`src/rtl/ps2_key_tx.sv`:
```
// PS/2 keyboard transmitter: turns MiSTer ps2_key toggle events into set-2
// scancode byte sequences, queues them and serializes device-to-host frames.
module ps2_key_tx #(
   parameter int unsigned HALF_PERIOD = 1145,
   parameter int unsigned GAP_CYCLES  = 2290,
   parameter int unsigned FIFO_DEPTH  = 8
) (
   input  logic        clk_sys,
   input  logic        reset_n,
   input  logic [10:0] ps2_key,
   output logic        ps2_clk,
   output logic        ps2_data,
   output logic        busy,
   output logic        overflow
);

   localparam int unsigned AW      = $clog2(FIFO_DEPTH);
   localparam int unsigned CNT_MAX = (HALF_PERIOD > GAP_CYCLES) ? HALF_PERIOD : GAP_CYCLES;
   localparam int unsigned CW      = $clog2(CNT_MAX + 1);
   localparam logic [CW-1:0] HP_LAST  = CW'(HALF_PERIOD - 1);
   localparam logic [CW-1:0] GAP_LAST = CW'(GAP_CYCLES - 1);
   localparam logic [AW:0]   DEPTH_W  = (AW+1)'(FIFO_DEPTH);

   typedef enum logic [1:0] {
      S_IDLE,
      S_HI,
      S_LO,
      S_GAP
   } ser_state_t;

   // ---------------- event detection and composer ----------------
   logic        primed;
   logic        last_tog;
   logic        comp_busy;
   logic [1:0]  comp_len;
   logic [1:0]  comp_idx;
   logic [7:0]  comp_b0, comp_b1, comp_b2;
   logic [7:0]  wr_byte;

   logic        ev_pending;
   logic        ev_fits;
   logic [1:0]  ev_len;
   logic [7:0]  ev_b0, ev_b1, ev_b2;

   // ---------------- FIFO ----------------
   logic [7:0]  fifo_mem [FIFO_DEPTH];
   logic [AW:0] wr_ptr, rd_ptr;
   logic [AW:0] used, free;
   logic        fifo_empty, fifo_full;
   logic [7:0]  rd_byte;

   // ---------------- serializer ----------------
   ser_state_t  state, state_nx;
   logic [CW-1:0] cnt, cnt_nx;
   logic [3:0]  idx, idx_nx;
   logic [9:0]  frame, frame_nx;
   logic        clk_nx, data_nx;
   logic        pop;

   always_comb begin
      used       = wr_ptr - rd_ptr;
      free       = DEPTH_W - used;
      fifo_empty = (wr_ptr == rd_ptr);
      fifo_full  = (wr_ptr[AW] != rd_ptr[AW]) && (wr_ptr[AW-1:0] == rd_ptr[AW-1:0]);
      rd_byte    = fifo_mem[rd_ptr[AW-1:0]];
   end

   // Sequence is packed front-first into ev_b0..ev_b2 so the composer just counts.
   always_comb begin
      ev_pending = primed && !comp_busy && (ps2_key[10] != last_tog);
      ev_len     = 2'd1 + {1'b0, ps2_key[8]} + {1'b0, ~ps2_key[9]};
      ev_b0      = ps2_key[7:0];
      ev_b1      = '0;
      ev_b2      = '0;
      case ({ps2_key[8], ps2_key[9]})
         2'b01: ev_b0 = ps2_key[7:0];
         2'b11: begin
            ev_b0 = 8'hE0;
            ev_b1 = ps2_key[7:0];
         end
         2'b00: begin
            ev_b0 = 8'hF0;
            ev_b1 = ps2_key[7:0];
         end
         default: begin
            ev_b0 = 8'hE0;
            ev_b1 = 8'hF0;
            ev_b2 = ps2_key[7:0];
         end
      endcase
      ev_fits = !fifo_full && (free >= (AW+1)'(ev_len));
   end

   always_comb begin
      case (comp_idx)
         2'd0:    wr_byte = comp_b0;
         2'd1:    wr_byte = comp_b1;
         default: wr_byte = comp_b2;
      endcase
   end

   always_ff @(posedge clk_sys or negedge reset_n) begin
      if (!reset_n) begin
         primed    <= 1'b0;
         last_tog  <= 1'b0;
         comp_busy <= 1'b0;
         comp_len  <= '0;
         comp_idx  <= '0;
         comp_b0   <= '0;
         comp_b1   <= '0;
         comp_b2   <= '0;
         overflow  <= 1'b0;
      end else begin
         overflow <= 1'b0;
         if (!primed) begin
            primed   <= 1'b1;
            last_tog <= ps2_key[10];
         end else if (ev_pending) begin
            last_tog <= ps2_key[10];
            if (ev_fits) begin
               comp_busy <= 1'b1;
               comp_len  <= ev_len;
               comp_idx  <= '0;
               comp_b0   <= ev_b0;
               comp_b1   <= ev_b1;
               comp_b2   <= ev_b2;
            end else begin
               overflow <= 1'b1;
            end
         end else if (comp_busy) begin
            comp_idx <= comp_idx + 2'd1;
            if (comp_idx == comp_len - 2'd1)
               comp_busy <= 1'b0;
         end
      end
   end

   always_ff @(posedge clk_sys) begin
      if (comp_busy)
         fifo_mem[wr_ptr[AW-1:0]] <= wr_byte;
   end

   always_ff @(posedge clk_sys or negedge reset_n) begin
      if (!reset_n) begin
         wr_ptr <= '0;
         rd_ptr <= '0;
      end else begin
         if (comp_busy)
            wr_ptr <= wr_ptr + (AW+1)'(1);
         if (pop)
            rd_ptr <= rd_ptr + (AW+1)'(1);
      end
   end

   // frame holds the bits still to be sent after the one currently on ps2_data.
   always_comb begin
      state_nx = state;
      cnt_nx   = cnt;
      idx_nx   = idx;
      frame_nx = frame;
      clk_nx   = ps2_clk;
      data_nx  = ps2_data;
      pop      = 1'b0;
      case (state)
         S_IDLE: begin
            clk_nx  = 1'b1;
            data_nx = 1'b1;
            if (!fifo_empty) begin
               pop      = 1'b1;
               frame_nx = {1'b1, ~^rd_byte, rd_byte};
               data_nx  = 1'b0;
               idx_nx   = '0;
               cnt_nx   = '0;
               state_nx = S_HI;
            end
         end
         S_HI: begin
            if (cnt == HP_LAST) begin
               cnt_nx   = '0;
               clk_nx   = 1'b0;
               state_nx = S_LO;
            end else begin
               cnt_nx = cnt + CW'(1);
            end
         end
         S_LO: begin
            if (cnt == HP_LAST) begin
               cnt_nx = '0;
               clk_nx = 1'b1;
               if (idx == 4'd10) begin
                  data_nx  = 1'b1;
                  state_nx = S_GAP;
               end else begin
                  idx_nx   = idx + 4'd1;
                  data_nx  = frame[0];
                  frame_nx = {1'b1, frame[9:1]};
                  state_nx = S_HI;
               end
            end else begin
               cnt_nx = cnt + CW'(1);
            end
         end
         S_GAP: begin
            if (cnt == GAP_LAST) begin
               cnt_nx   = '0;
               state_nx = S_IDLE;
            end else begin
               cnt_nx = cnt + CW'(1);
            end
         end
         default: state_nx = S_IDLE;
      endcase
   end

   always_ff @(posedge clk_sys or negedge reset_n) begin
      if (!reset_n) begin
         state    <= S_IDLE;
         cnt      <= '0;
         idx      <= '0;
         frame    <= '0;
         ps2_clk  <= 1'b1;
         ps2_data <= 1'b1;
      end else begin
         state    <= state_nx;
         cnt      <= cnt_nx;
         idx      <= idx_nx;
         frame    <= frame_nx;
         ps2_clk  <= clk_nx;
         ps2_data <= data_nx;
      end
   end

   always_comb begin
      busy = !fifo_empty || comp_busy || (state != S_IDLE);
   end

endmodule

```
`config.mk`:
```
export PLATFORM = sky130hd
export DESIGN_NAME = ps2_key_tx
export DESIGN_NICKNAME = d
export VERILOG_FILES = /design/src/rtl/ps2_key_tx.sv
export SDC_FILE = /design/constraint.sdc
export NUM_CORES = 1
export LEC_CHECK = 0
export BUFFER_PORTS_ARGS = -buffer_cell sky130_fd_sc_hd__buf_2
export CORE_MARGIN = 2
export CORE_UTILIZATION = 62
export CTS_CLUSTER_DIAMETER = 30
export CTS_CLUSTER_SIZE = 28
export DETAILED_ROUTE_END_ITERATION = 8
export PLACE_DENSITY = 0.85
export SLEW_MARGIN = 5
export SYNTH_ARGS = -nofsm -noshare
export SYNTH_HDL_FRONTEND = slang
export SYNTH_SLANG_ARGS = --single-unit
```
`constraint.sdc`:
```
create_clock -name clk_sys -period 3 [get_ports clk_sys]
set_input_delay 0.9 -clock clk_sys [delete_from_list [all_inputs] [get_ports clk_sys]]
set_output_delay 0.9 -clock clk_sys [all_outputs]
set_load 0.03 [all_outputs]
```
# --- Word-level counts from Yosys, hierarchy flattened ---
# Memory sizes are Yosys's and may differ from the RTL's.
# Index checks and enable logic that the tools add are counted.
totals:
  regBits: 70
  ramBits: 64
  in_bits: 13
  output_inout_bits: 4
  wordCells: 123
  memories: 1
mem_list:
  columns: ["memory", "words", "width", "read_ports", "rd_ports_with_merged_regs", "wr", "line_no", "source"]
  rows:
  - ["fifo_mem", 8, 8, 1, 0, 1, "46", "logic [7:0] fifo_mem [FIFO_DEPTH];"]
op_classes:
  addsub: 10
  order_cmp: 1
  n_eq_ne: 21
  n_mux: 45
  bitwise: 1
  reduce_logical: 27
op_table:
  columns: ["op", "n"]
  rows:
  - ["8-bit one-hot mux with 2 select lines", 3]
  - ["12-bit 2-to-1 mux", 3]
  - ["12-bit one-hot mux with 3 select lines", 1]
  - ["10-bit 2-to-1 mux", 3]
  - ["10-bit one-hot mux with 2 select lines", 1]
  - ["1-bit 2-to-1 mux", 18]
  - ["2-bit 2-to-1 mux", 8]
  - ["12-bit by 1-bit adder with 12-bit output, second input constant", 1]
  - ["4-bit by 1-bit adder with 4-bit output, second input constant", 3]
  - ["12-bit by 11-bit equality test with 1-bit output, second input constant", 1]
  - ["12-bit equality test, second input constant", 1]
  - ["4-bit 2-to-1 mux", 3]
  - ["2-bit != test, second input constant", 5]
  - ["3-bit AND reduction", 3]
  - ["8-bit 2-to-1 mux", 1]
  - ["2-bit one-hot mux with 4 select lines", 1]
  - ["4-bit one-hot mux with 2 select lines", 1]
  - ["4-bit AND reduction", 2]
  - ["8-bit XNOR reduction", 1]
  - ["2-bit by 1-bit equality test with 1-bit output, second input constant", 3]
  - ["2-bit equality test, second input constant", 3]
  - ["2-bit logical NOT", 3]
  - ["2-bit nonzero test", 3]
  - ["4-bit equality test", 1]
  - ["22 further kinds", 32]

# --- Logic depth before layout (Yosys ltp) ---
depth:
  ltp_word: 7
  ltp_mapped: 15
  depth_no_buf: 12

# --- Worst setup path before layout ---
# No wires, ideal clock.
synth_path:
  kind: "register to output"
  from: "register rd_ptr[0]"
  to: "output busy"
  arrival_time_ns: 2.118
  t_required_ns: 2.100
  path_slack_ns: -0.018
  stages_incl_launch_ff: 9
  cell_sequence: "dfrtp_1 -> buf_6 -> buf_12 -> inv_1 -> ha_1 -> nand3_1 -> nor3_1 -> clkbuf_1 -> nand2b_1"
synth_between:
  elab_chain_cells: 4
synth_lines:
  columns: ["item", "line_no", "source"]
  rows:
  - ["start: declaration", "47", "logic [AW:0] wr_ptr, rd_ptr;"]
  - ["start signal: assignment", "151", "rd_ptr <= rd_ptr + (AW+1)'(1);"]
  - ["4-bit equality test", "63", "fifo_empty = (wr_ptr == rd_ptr);"]
  - ["1-bit logical NOT", "234", "busy = !fifo_empty || comp_busy || (state != S_IDLE);"]
  - ["1-bit logical OR (2 in a row)", "234", null]
  - ["end: declaration", "13", "output logic busy,"]
# Every way passes these cells.

# --- Final worst setup path ---
layout_path:
  from: "register wr_ptr[2]"
  to: "output busy"
layout_between:
  elab_chain_cells: 4
layout_lines:
  columns: ["item", "line_no", "source"]
  rows:
  - ["start: declaration", "47", null]
  - ["start signal: assignment", "149", "wr_ptr <= wr_ptr + (AW+1)'(1);"]
  - ["4-bit equality test", "63", null]
  - ["1-bit logical NOT", "234", null]
  - ["1-bit logical OR (2 in a row)", "234", null]
# Every way passes these cells.

==> flow_summary.toml <==
[status]
status = "complete, no violations"

[grt]
antenna_found_initial = 0
grt_pass1_wl_mm = 20.52
grt_max_degree = 34
first_global_vias = 4156
grt_usage_pct = 24.49
grt-ovfl-total = 0

[finish]
layout-drive-gt1-share_pct = 14.83
fin_nets = 579
diodes = 0
nFillCells = 634
layout_common_cells = "nand2_1, dfrtp_1, edfxtp_1, nor2_1, nand3_1"
multi_input_area_sq_um = 2417
syn_to_final_growth_pct = 14.26
final_common_cell = "nand2_1"
regArea_sq_um = 3679

[sta]
finalCritPeriodShare_pct = 97.96
layout_setup_ws_ns = 0.06118
finalSetupViolCount = 0
min_period_ns = 2.939
tns_ns = 0
whs_ns = 0.3514
relSlewSlack_pct = 33.95
tightestPinTransition_ns = 0.9871
finalHoldViolations = 0
max_freq_mhz = 340.3
slew_viol_final = 0
finClkSkew_ns = 0.01007

[die]
num_rows = 36
core-area_sq_um = 9774
die_w_um = 104.4
die-area_sq_um = 10900
initial_core_util_pct = 63.93
ios = 17
die_h_um = 104.4

[detailed_routing]
dr.pass1.iters = 6
wl_mm = 12.66
drc = 0
drt.antenna.violating_nets = 0
drt_iter0_drc = 286
dr_total_vias = 4011
wl_per_cell_um = 18.45
vias_per_cell = 5.847

[worst_setup_path]
crit_chain = "inv_1 > ha_1 > nand3_4 > nor3_4 > nand2b_1 > buf_2"
reg2reg_to = "comp_b2[1]"
cp-start-kind = "register"
cp_slowest_stage_delay_ns = 0.43
rrSetupSlack_ns = 0.19
cp_max_fo = 6
crit_path_top_delay_cell = "dfrtp_2"
critPathRequiredTime_ns = 2.10
crit-reg2reg-launch = "wr_ptr[1]"
reg2regPathDepth = 12
critical_path_class = "register to output pin"
worst_setup_path_end_kind = "output pin"
cp_data_arrival_time_ns = 2.04

[place]
pre_cts_ws_ns = -0.04989
place.gp.congestion = 0.8529
io_buffers = 16
hpwl_mm = 7.764

[power]
worst_ir_drop_vdd_mv = 0.9466
power.leakage_nw = 3.037
power_mw = 8.561
p_per_area_nw_per_um2 = 1199

[synth]
ys_seq_area_share_pct = 58.83
syn-num-nets = 551
syn-cell-area_sq_um = 6248
ys.flop_type = "dfrtp_1"
ys_seq_elements = 134
ys_types = 52
yosysWarnings = 0
postSynthAreaPerCell_sq_um = 12.20
synth-async-reset-ratio_pct = 52.24
syn-instance-count = 512
synth_edf_count = 64

[run]
maxCapViolations = 0

[hold_path]
hp-class = "input pin to asynchronous set/reset pin"

[cts]
ctsHoldBuffers = 0
cts_tree = "built"
cts.clk_slew.worst_paths_ns = 0.06
cts_buffers = 17
clock-sinks = 134
clock_latency_ns = 0.53
h-tree-depth = 4
cts_max_path_buffers = 2
root_buffer = "clkbuf_8"
final cells by class:
cell class              count  share of cell area, %
flip-flops and latches    134                  51.52
multi-input cells         338                  33.86
clock buffers              17                  5.801
repair buffers             29                  2.839
clock inverters            15                  2.594
well taps                 133                  2.331
inverters                  20                  1.052
Yosys cell counts, drive strengths merged, types with 3 or more instances:
library cell  count  share of area, %
a21oi             9              0.72
a22oi             8              0.96
a31oi             3              0.30
and3              5              0.50
buf               6              0.82
clkbuf           14              0.84
dfrtp            68                27
edfxtp           64                31
ha               25               5.0
inv              20               1.2
mux2              9               1.6
mux2i             9               1.7
mux4             16               6.2
nand2            92               5.5
nand2b            7              0.70
nand3            27               2.2
nor2             34               2.0
nor2b             3              0.30
nor3              6              0.48
o21ai            32               2.6
or2               3              0.30
xnor2            17               2.6
xor2              8               1.1
per-layer routing:
layer	GRT usage [%]	vias up	routed length (um)	share of wire (%)
met2	42.25	120	6662	53
met1	30.06	2010	5329	42
met4	9.170	0	155	1.2
met5	0	-	0	0
li1	-	1866	-	-
met3	5.764	15	509	4.0
registers in the layout (all words and copies together) (netlist names), 2 cells and up:
name,flops
wr_ptr,4
comp_b0,8
comp_b2,8
comp_b1,8
cnt,12
rd_ptr,4
frame,10
idx,4
comp_len,2
state,2
comp_idx,2
fifo_mem,64
stage by stage:
stage               instance area, sq um  std cells  utilization (%)
CTS                                 7118        686            72.82
finish                              7139        686            73.04
detailed placement                  6519        654            66.69
global route                        7139        686            73.04
global placement                    6519        654            66.69
floorplan                           6254        512                -
critical path, delay by kind of cell (launching register included):
family	cells	cell delay [ns]
and+or+nand+nor	3	0.45
adders and majority gates	1	0.38
buffers and inverters	2	0.25
DFF	1	0.43
worst max-delay path by stage:
stage	start	endpoint
2_1_floorplan	ps2_key[8]	comp_busy
3_3_place_gp	ps2_key[8]	comp_b0[6]
3_5_place_dp	ps2_key[9]	comp_b0[6]
4_1_cts	wr_ptr[2]	busy
5_1_grt	wr_ptr[2]	busy
6_report	wr_ptr[2]	busy
what timing repair did:
action,in CTS,in global routing
setup buffers,0,0
resized for setup,0,5
setup endpoints to repair,0,1
logic make-up (layout without fill, tap and decap cells):
family                     count (synthesis)  in the layout  synth area share [%]
buffers and inverters                     40             81                 2.863
xor gates and xnor gates                  25             25                 3.745
DFF                                      134            134                 58.83
other                                      1              1               0.06001
AOI/OAI and AO/OA                         65             65                 6.328
muxes                                     34             34                 9.571
and+or+nand+nor                          187            187                 13.28
adders and majority gates                 26             26                 5.326
power breakdown:
group	internal (mW)	total [mW]	leakage (nW)	switching, mW
clock	1.34	2.10	0.293	0.759
combinational	1.40	3.39	1.26	1.99
sequential	2.74	3.07	1.48	0.336
No activity file was read; power rests on OpenSTA's default activity.
